## config.mk

```make
export PLATFORM = sky130hd
export DESIGN_NAME = pc_fetch_unit
export DESIGN_NICKNAME = d
export VERILOG_FILES = /design/src/rtl/pc_fetch_unit.sv
export SDC_FILE = /design/constraint.sdc
export NUM_CORES = 1
export LEC_CHECK = 0
export BUFFER_PORTS_ARGS = -buffer_cell sky130_fd_sc_hd__buf_4
export CAP_MARGIN = 20
export CORE_MARGIN = 2
export CORE_UTILIZATION = 35
export DETAILED_ROUTE_END_ITERATION = 8
export MAX_ROUTING_LAYER = met4
export RECOVER_POWER = 50
export SYNTH_ARGS = -nofsm -noshare
export SYNTH_HDL_FRONTEND = slang
export SYNTH_SLANG_ARGS = --single-unit
```

## constraint.sdc

```tcl
create_clock -name clk -period 17.8 [get_ports clk]
set_input_delay 0.89 -clock clk [delete_from_list [all_inputs] [get_ports clk]]
set_output_delay 0.89 -clock clk [all_outputs]
set_load 0.005 [all_outputs]
```

## src/rtl/pc_fetch_unit.sv

```systemverilog
// Instruction-fetch stage: owns the architectural PC, runs the req/ack handshake
// to instruction memory and loads the IF/ID pipeline register.
module pc_fetch_unit #(
  parameter int                ADDR_W   = 32,
  parameter logic [ADDR_W-1:0] RESET_PC = 32'h0000_0000,
  parameter logic [ADDR_W-1:0] NOP_INST = 32'h0000_0000
) (
  input  logic              clk,
  input  logic              rst,
  input  logic [ADDR_W-1:0] next_addr_i,
  input  logic              stall_i,
  input  logic              flush_i,
  input  logic              inst_ack_i,
  input  logic [ADDR_W-1:0] inst_data_i,
  output logic              inst_req_o,
  output logic [ADDR_W-1:0] inst_addr_o,
  output logic [ADDR_W-1:0] pc_o,
  output logic [ADDR_W-1:0] id_pc_o,
  output logic [ADDR_W-1:0] id_inst_o,
  output logic              id_valid_o
);

  localparam logic [1:0] ST_IDLE = 2'd0;
  localparam logic [1:0] ST_REQ  = 2'd1;
  localparam logic [1:0] ST_HOLD = 2'd2;
  localparam logic [1:0] ST_KILL = 2'd3;

  logic [1:0]        state;
  logic              buf_valid;
  logic [ADDR_W-1:0] buf_pc;
  logic [ADDR_W-1:0] buf_inst;

  // NOTE: all state uses non-blocking assignments so every branch reads the
  // pre-edge values (e.g. id_pc_o takes the old inst_addr_o while it updates).
  always_ff @(posedge clk) begin
    if (rst) begin
      state       <= ST_IDLE;
      pc_o        <= RESET_PC;
      inst_addr_o <= RESET_PC;
      inst_req_o  <= 1'b0;
      id_pc_o     <= '0;
      id_inst_o   <= NOP_INST;
      id_valid_o  <= 1'b0;
      // NOTE: only the valid flag is reset; the buffered data is never read
      // while buf_valid is low, so it needs no reset.
      buf_valid   <= 1'b0;
    end else begin
      case (state)
        ST_IDLE: begin
          inst_req_o <= 1'b1;
          state      <= ST_REQ;
          if (flush_i) begin
            pc_o        <= next_addr_i;
            inst_addr_o <= next_addr_i;
            id_valid_o  <= 1'b0;
            id_inst_o   <= NOP_INST;
          end else begin
            inst_addr_o <= pc_o;
          end
        end

        ST_REQ: begin
          if (flush_i) begin
            id_valid_o <= 1'b0;
            id_inst_o  <= NOP_INST;
            pc_o       <= next_addr_i;
            // An unacked request cannot be withdrawn; wait it out in KILL.
            if (inst_ack_i) inst_addr_o <= next_addr_i;
            else            state       <= ST_KILL;
          end else if (inst_ack_i) begin
            if (stall_i) begin
              buf_valid  <= 1'b1;
              buf_pc     <= inst_addr_o;
              buf_inst   <= inst_data_i;
              inst_req_o <= 1'b0;
              state      <= ST_HOLD;
            end else begin
              id_valid_o  <= 1'b1;
              id_pc_o     <= inst_addr_o;
              id_inst_o   <= inst_data_i;
              pc_o        <= next_addr_i;
              inst_addr_o <= next_addr_i;
            end
          end else if (!stall_i) begin
            id_valid_o <= 1'b0;
            id_inst_o  <= NOP_INST;
          end
        end

        ST_HOLD: begin
          if (flush_i) begin
            buf_valid   <= 1'b0;
            id_valid_o  <= 1'b0;
            id_inst_o   <= NOP_INST;
            pc_o        <= next_addr_i;
            inst_addr_o <= next_addr_i;
            inst_req_o  <= 1'b1;
            state       <= ST_REQ;
          end else if (!stall_i) begin
            buf_valid   <= 1'b0;
            id_valid_o  <= buf_valid;
            id_pc_o     <= buf_pc;
            id_inst_o   <= buf_inst;
            pc_o        <= next_addr_i;
            inst_addr_o <= next_addr_i;
            inst_req_o  <= 1'b1;
            state       <= ST_REQ;
          end
        end

        ST_KILL: begin
          id_valid_o <= 1'b0;
          id_inst_o  <= NOP_INST;
          if (flush_i) pc_o <= next_addr_i;
          // Stale data is dropped; refetch from the newest redirect target.
          if (inst_ack_i) begin
            inst_addr_o <= flush_i ? next_addr_i : pc_o;
            state       <= ST_REQ;
          end
        end

        default: state <= ST_IDLE;
      endcase
    end
  end

endmodule

```

# After elaboration in Yosys (flattened, before gate mapping)
# Cells that the tools add are included.
dict set report totals {
  wordCells 92
  inputBits 69
  register_bits 197
}
dict set report op_classes {
  reduce_logical 11
  n_eq_ne 16
  mux 53
  n_bitwise 2
}
# op count
set ops {}
lappend ops {{$mux 32} 23}
lappend ops {{$pmux 32 s4} 2}
lappend ops {{$pmux 32 s3} 1}
lappend ops {{$pmux 32 s2} 1}
lappend ops {{$reduce_and 5->1} 4}
lappend ops {{$ne 2x2->1 const B} 8}
lappend ops {{$mux 1} 15}
lappend ops {{$ne 3x3->1 const B} 5}
lappend ops {{$mux 2} 7}
lappend ops {{$pmux 2 s4} 1}
lappend ops {{$reduce_and 6->1} 1}
lappend ops {{$eq 2x2->1 const B} 2}
lappend ops {{$pmux 1 s4} 1}
lappend ops {{$pmux 1 s3} 1}
lappend ops {{$reduce_and 3->1} 1}
lappend ops {{$reduce_bool 3->1} 1}
lappend ops {{$eq 2x1->1 const B} 1}
lappend ops {{$logic_not 2->1} 1}
lappend ops {{$not 1->1} 2}
lappend ops {{$pmux 1 s2} 1}
lappend ops {{$reduce_and 2->1} 1}
lappend ops {{$reduce_bool 2->1} 1}
lappend ops {{$reduce_or 2->1} 1}

# Longest topological paths before layout
dict set report logic_depth {
  ltp_word 4
  mapped_depth 9
  depth_no_buf 6
}

# Worst setup path before layout
# Ideal clock, no wire load.
dict set report synth_timing {
  kind {input -> register}
  from {in flush_i}
  to {reg buf_inst[0] (enable)}
  setup_slack_ns 11.567
  path_buffers 1
  t_required_ns 17.235
  path_stages 3
  arrival_time_ns 5.669
  setup_ns 0.565
  cell_sequence {buf_4 -> nand2b_1 -> nor3_1}
}
dict set report synth_between {
  elab_chain_cells 2
}
# item line_no
set synth_rtl {}
lappend synth_rtl {{from (decl)} 12} ;# input logic flush_i,
lappend synth_rtl {{$not 1->1 (no line)} n/a}
lappend synth_rtl {{$reduce_and 5->1 (no line)} n/a}
lappend synth_rtl {{to (signal assigned)} 74} ;# buf_inst <= inst_data_i;
lappend synth_rtl {{to (decl)} 31} ;# logic [ADDR_W-1:0] buf_inst;
# Every way passes these cells.
# A chain may end at the register's enable or synchronous reset.

# Worst setup path in the final report
dict set report layout_timing {
  from {reg state[0]}
  to {reg buf_valid}
}
dict set report layout_between {
  elab_chain_cells 3
  elab_cells_between_ends 9
  classes_between {eq/ne: 6; mux: 1; reduce/logical: 2}
}
# item line_no
set layout_rtl {}
lappend layout_rtl {{from (decl)} 28} ;# logic [1:0] state;
lappend layout_rtl {{from (signal assigned)} 37} ;# state <= ST_IDLE;
lappend layout_rtl {{from (signal assigned)} 51} ;# state <= ST_REQ;
lappend layout_rtl {{from (signal assigned)} 69} ;# else state <= ST_KILL;
lappend layout_rtl {{$eq 2x2->1 / $eq 2x1->1 (equally long branches)} 48} ;# case (state)
lappend layout_rtl {{$ne 3x3->1 (no line) (tied with other cells)} n/a}
lappend layout_rtl {{$reduce_and 5->1 (no line)} n/a}
lappend layout_rtl {{to (signal assigned)} 46} ;# buf_valid <= 1'b0;
lappend layout_rtl {{to (signal assigned)} 72} ;# buf_valid <= 1'b1;
lappend layout_rtl {{to (signal assigned)} 92} ;# buf_valid <= 1'b0;
lappend layout_rtl {{to (decl)} 29} ;# logic buf_valid;
# Several ways; a longest one is shown, not always the timed one.

==> PnR_summary.wiki <==
{| class="wikitable"
! Metric !! Value
|-
| Fraction of synthesis flops using an asynchronous set or reset pin || 0
|-
| RSZ-0062 raised after global routing || false
|-
| Worst setup EP type || flop
|-
| Wire length of the first global-routing pass || 32.2 mm
|-
| Capture point of the worst reg-to-reg path || buf_valid
|-
| Main combinational cell family by area after synthesis || compound AO/OA/AOI/OAI gates
|-
| Number of instances in the synthesized netlist || 770
|-
| Clock slew at reported path FFs || 0.07 ns
|-
| Worst setup path end || buf_valid
|-
| CTS root buffer || sky130_fd_sc_hd__clkbuf_16
|-
| Total grt overflow || 0
|-
| Cell leakage power || 3.50 nW
|-
| Post-Synth Adder-Cell Area || 0.00949
|-
| Max capacitance violation total || 1
|-
| Reg-to-reg slack, setup || 14.96 ns
|-
| DR vias || 6216
|-
| Count of buffers added by post-CTS timing repair for setup || 0
|-
| CP Cell Sequence || inv_1, ha_1, clkbuf_1, and3b_4, a211oi_1, a211oi_1, nor3_1
|-
| Routability Congestion || 0.805
|-
| Peak VDD IR || 61.6 µV
|-
| Data required time at the worst endpoint || 18.10 ns
|-
| Ant. Diodes || 0
|-
| Final count of hold timing violations || 0
|-
| Number of cells on the worst reg-to-reg path || 7
|-
| Clock tree from TritonCTS || built
|-
| Area of the die || 23800 µm²
|-
| Yosys Warn Count || 0
|-
| Part of the Yosys area used for sequential elements || 0.579
|-
| Top flip-flop cell by instance count after synthesis || sky130_fd_sc_hd__dfxtp_1
|-
| Critical Path Most Common Cell || sky130_fd_sc_hd__a211oi_1
|-
| Startpoint types || flop
|-
| Mean cell area of the mapped netlist || 10.3 µm²
|-
| CTS-repair resized insts || 0
|-
| Worst clock skew || 0.0108 ns
|-
| Average vias per placed instance || 5.08
|-
| Synth cell types || 32
|-
| Critical path origin || state[0]
|-
| Arr. time, crit path || 3.14 ns
|-
| P per Cell Area || 114 nW/µm²
|-
| Startpoint of the lowest-slack register-to-register path || state[0]
|-
| Class of the most critical hold timing path || reg2reg
|-
| Clock sink count || 197
|-
| Slew at the pin closest to its max-slew limit || 1.61 ns
|-
| Maximum fanout along the worst path || 36
|-
| GRT Overall Usage || 0.175
|-
| Clock tree buffer depth || 2
|-
| Synth Area in XOR/XNOR || 0
|-
| Port Buf Inserts || 198
|-
| NumNets Final || 1001
|-
| Slew Limit Headroom || -0.0703
|-
| Width of the chip || 154 µm
|-
| Share of post-route cells with drive strength above 1 || 0.223
|-
| Critical path type || reg2reg
|-
| I/O pins || 199
|-
| Die Y || 154 µm
|-
| Number of global-route vias before repair || 5886
|-
| Total clock buffers created by CTS || 17
|-
| Worst hold margin || 0.451 ns
|-
| DRC || 0
|-
| Synthesized-area fraction occupied by ao, oa, aoi and oai cells || 0.189
|-
| Count of flip-flops with a built-in enable after synthesis || 64
|-
| Final setup violation count || 0
|-
| Final antenna-violating net count || 0
|-
| HPWL after DPL || 13.4 mm
|-
| Number of placement rows || 55
|-
| Post-synthesis to final-layout area growth || 25.4%
|-
| CTS hold repair buffers || 0
|-
| Met2 Routed Length || 9.49 mm
|-
| Worst-path cell with the longest stage delay || sky130_fd_sc_hd__clkbuf_1
|-
| Initial antenna violation count || 0
|-
| Result of the run || complete, but fails checks
|-
| Number of logic stages on the critical path including buffering || 7
|-
| Max Freq || 0.352 GHz
|-
| Most frequent cells in the layout || sky130_fd_sc_hd__nand2_1, sky130_fd_sc_hd__dfxtp_1, sky130_fd_sc_hd__clkbuf_4
|-
| TritonRoute pass-1 iters || 4
|-
| Starting density of the core || 0.353
|-
| Routed wire per std cell || 16.6 µm
|-
| Met1 routed wirelength after detailed routing || 9.43 mm
|-
| Uppermost metal layer occupied by signal nets || met4
|-
| Total detailed-routing wirelength || 20.3 mm
|-
| Crit path largest cell delay || 1.18 ns
|-
| DRC marker count from the first detailed-route iteration || 350
|-
| Number of storage elements in the synthesis netlist || 197
|-
| Final period util || 0.160
|-
| Final-layout setup total negative slack || 0 ns
|-
| Number of levels in the clock H-tree || 4
|-
| Final count of pins violating max slew || 37
|-
| Placeable core region || 22400 µm²
|-
| Final Critical Period || 2.84 ns
|-
| Most frequent standard cell in the layout excluding fill and tap cells || sky130_fd_sc_hd__nand2_1
|-
| Post-Syn Nets || 845
|-
| Largest net degree at the start of global routing || 54
|-
| Bufs and invs on worst path || 2
|-
| Mapped cell area || 7910 µm²
|-
| Worst path top cell family by delay || buffers and inverters
|-
| Total power after layout || 1.13 mW
|-
| Later-pin clock latency in the skew report || 0.44 ns
|-
| Met3 Routed Length || 938 µm
|-
| Post-synthesis mux area share || 0.0405
|-
| Violated checks || max-capacitance violations, max-slew violations
|-
| Post-synthesis simple-gate area fraction || 0.132
|}
report_power, final:
part	total, mW	switching [mW]	internal, mW
Clock	0.383	0.180	0.202
Sequential	0.533	0.0292	0.504
Combinational	0.218	0.126	0.0914
Total	1.13	0.336	0.798
per-layer routing:
layer / GRT usage / vias to the layer above
met1: 0.225 / 2895
met5: - / -
met2: 0.275 / 171
met3: 0.0398 / 28
met4: 0.0538 / 0
li1: - / 3122
Yosys cell counts (all sizes together) (3+ instances only):
| cell type | count | share of area |
|---|---|---|
| o21ai | 36 | 0.023 |
| a211oi | 35 | 0.033 |
| nor2 | 67 | 0.032 |
| nand2b | 4 | 0.0041 |
| mux2i | 32 | 0.040 |
| ha | 6 | 0.0095 |
| nor3 | 4 | 0.0025 |
| edfxtp | 64 | 0.24 |
| or3 | 33 | 0.026 |
| a32oi | 32 | 0.035 |
| a311oi | 33 | 0.044 |
| nor2b | 3 | 0.0024 |
| a21oi | 68 | 0.043 |
| clkbuf | 29 | 0.014 |
| inv | 4 | 0.0019 |
| nand2 | 134 | 0.064 |
| a31oi | 3 | 0.0043 |
| buf | 44 | 0.034 |
| dfxtp | 133 | 0.34 |
per-stage QoR:
step / utilization / std cells / cell area [µm²] / setup WS [ns]
finish: 0.442 / 1224 / 9920 / 14.96
global route: 0.442 / 1224 / 9920 / 14.63
CTS: 0.451 / 1224 / 10100 / 15.00
detailed placement: 0.425 / 1192 / 9540 / 14.89
global placement: 0.423 / 1190 / 9490 / 14.43
floorplan: - / 770 / 7910 / 11.57
layout make-up:
type	instances	area (µm²)
clock inverters	12	130
well taps	285	357
fillers	2218	12500
flip-flops and latches	197	4580
clock buffers	20	447
multi-input cells	496	2970
inverters	4	15.0
repair buffers	210	1410
flip-flops by register name, summed over array words and instances, names as in the netlist:
register,flops
id_valid_o,1
id_pc_o,32
buf_inst,32
id_inst_o,32
inst_addr_o,32
pc_o,32
inst_req_o,1
state,2
buf_valid,1
buf_pc,32
how the worst min path moves through the flow:
stage | start | slack (ns) | depth (start not counted) | endpoint
final | id_inst_o[7] | 0.45 | 2 | id_inst_o[7]
after floorplan | id_valid_o | 0.45 | 2 | id_valid_o
after global routing | id_inst_o[15] | 0.47 | 2 | id_inst_o[15]
after global placement | id_inst_o[15] | 0.44 | 2 | id_inst_o[15]
after CTS | id_inst_o[7] | 0.45 | 2 | id_inst_o[7]
after detailed placement | id_inst_o[15] | 0.44 | 2 | id_inst_o[15]
cell families (layout without fill, tap and decap cells):
family	Yosys count	count (layout)
buf+inv	77	246
simple gates	246	246
compound gates	212	212
flops	197	197
mux	32	32
fa+ha+maj	6	6
worst reg2reg max path: stages (launching register included):
cell and delay, ns:
sky130_fd_sc_hd__dfxtp_1 0.36, sky130_fd_sc_hd__inv_1 0.13, sky130_fd_sc_hd__ha_1 0.21, sky130_fd_sc_hd__clkbuf_1 1.18, sky130_fd_sc_hd__and3b_4 0.46, sky130_fd_sc_hd__a211oi_1 0.07, sky130_fd_sc_hd__a211oi_1 0.23, sky130_fd_sc_hd__nor3_1 0.06
Power figures use the tool's default switching activity.
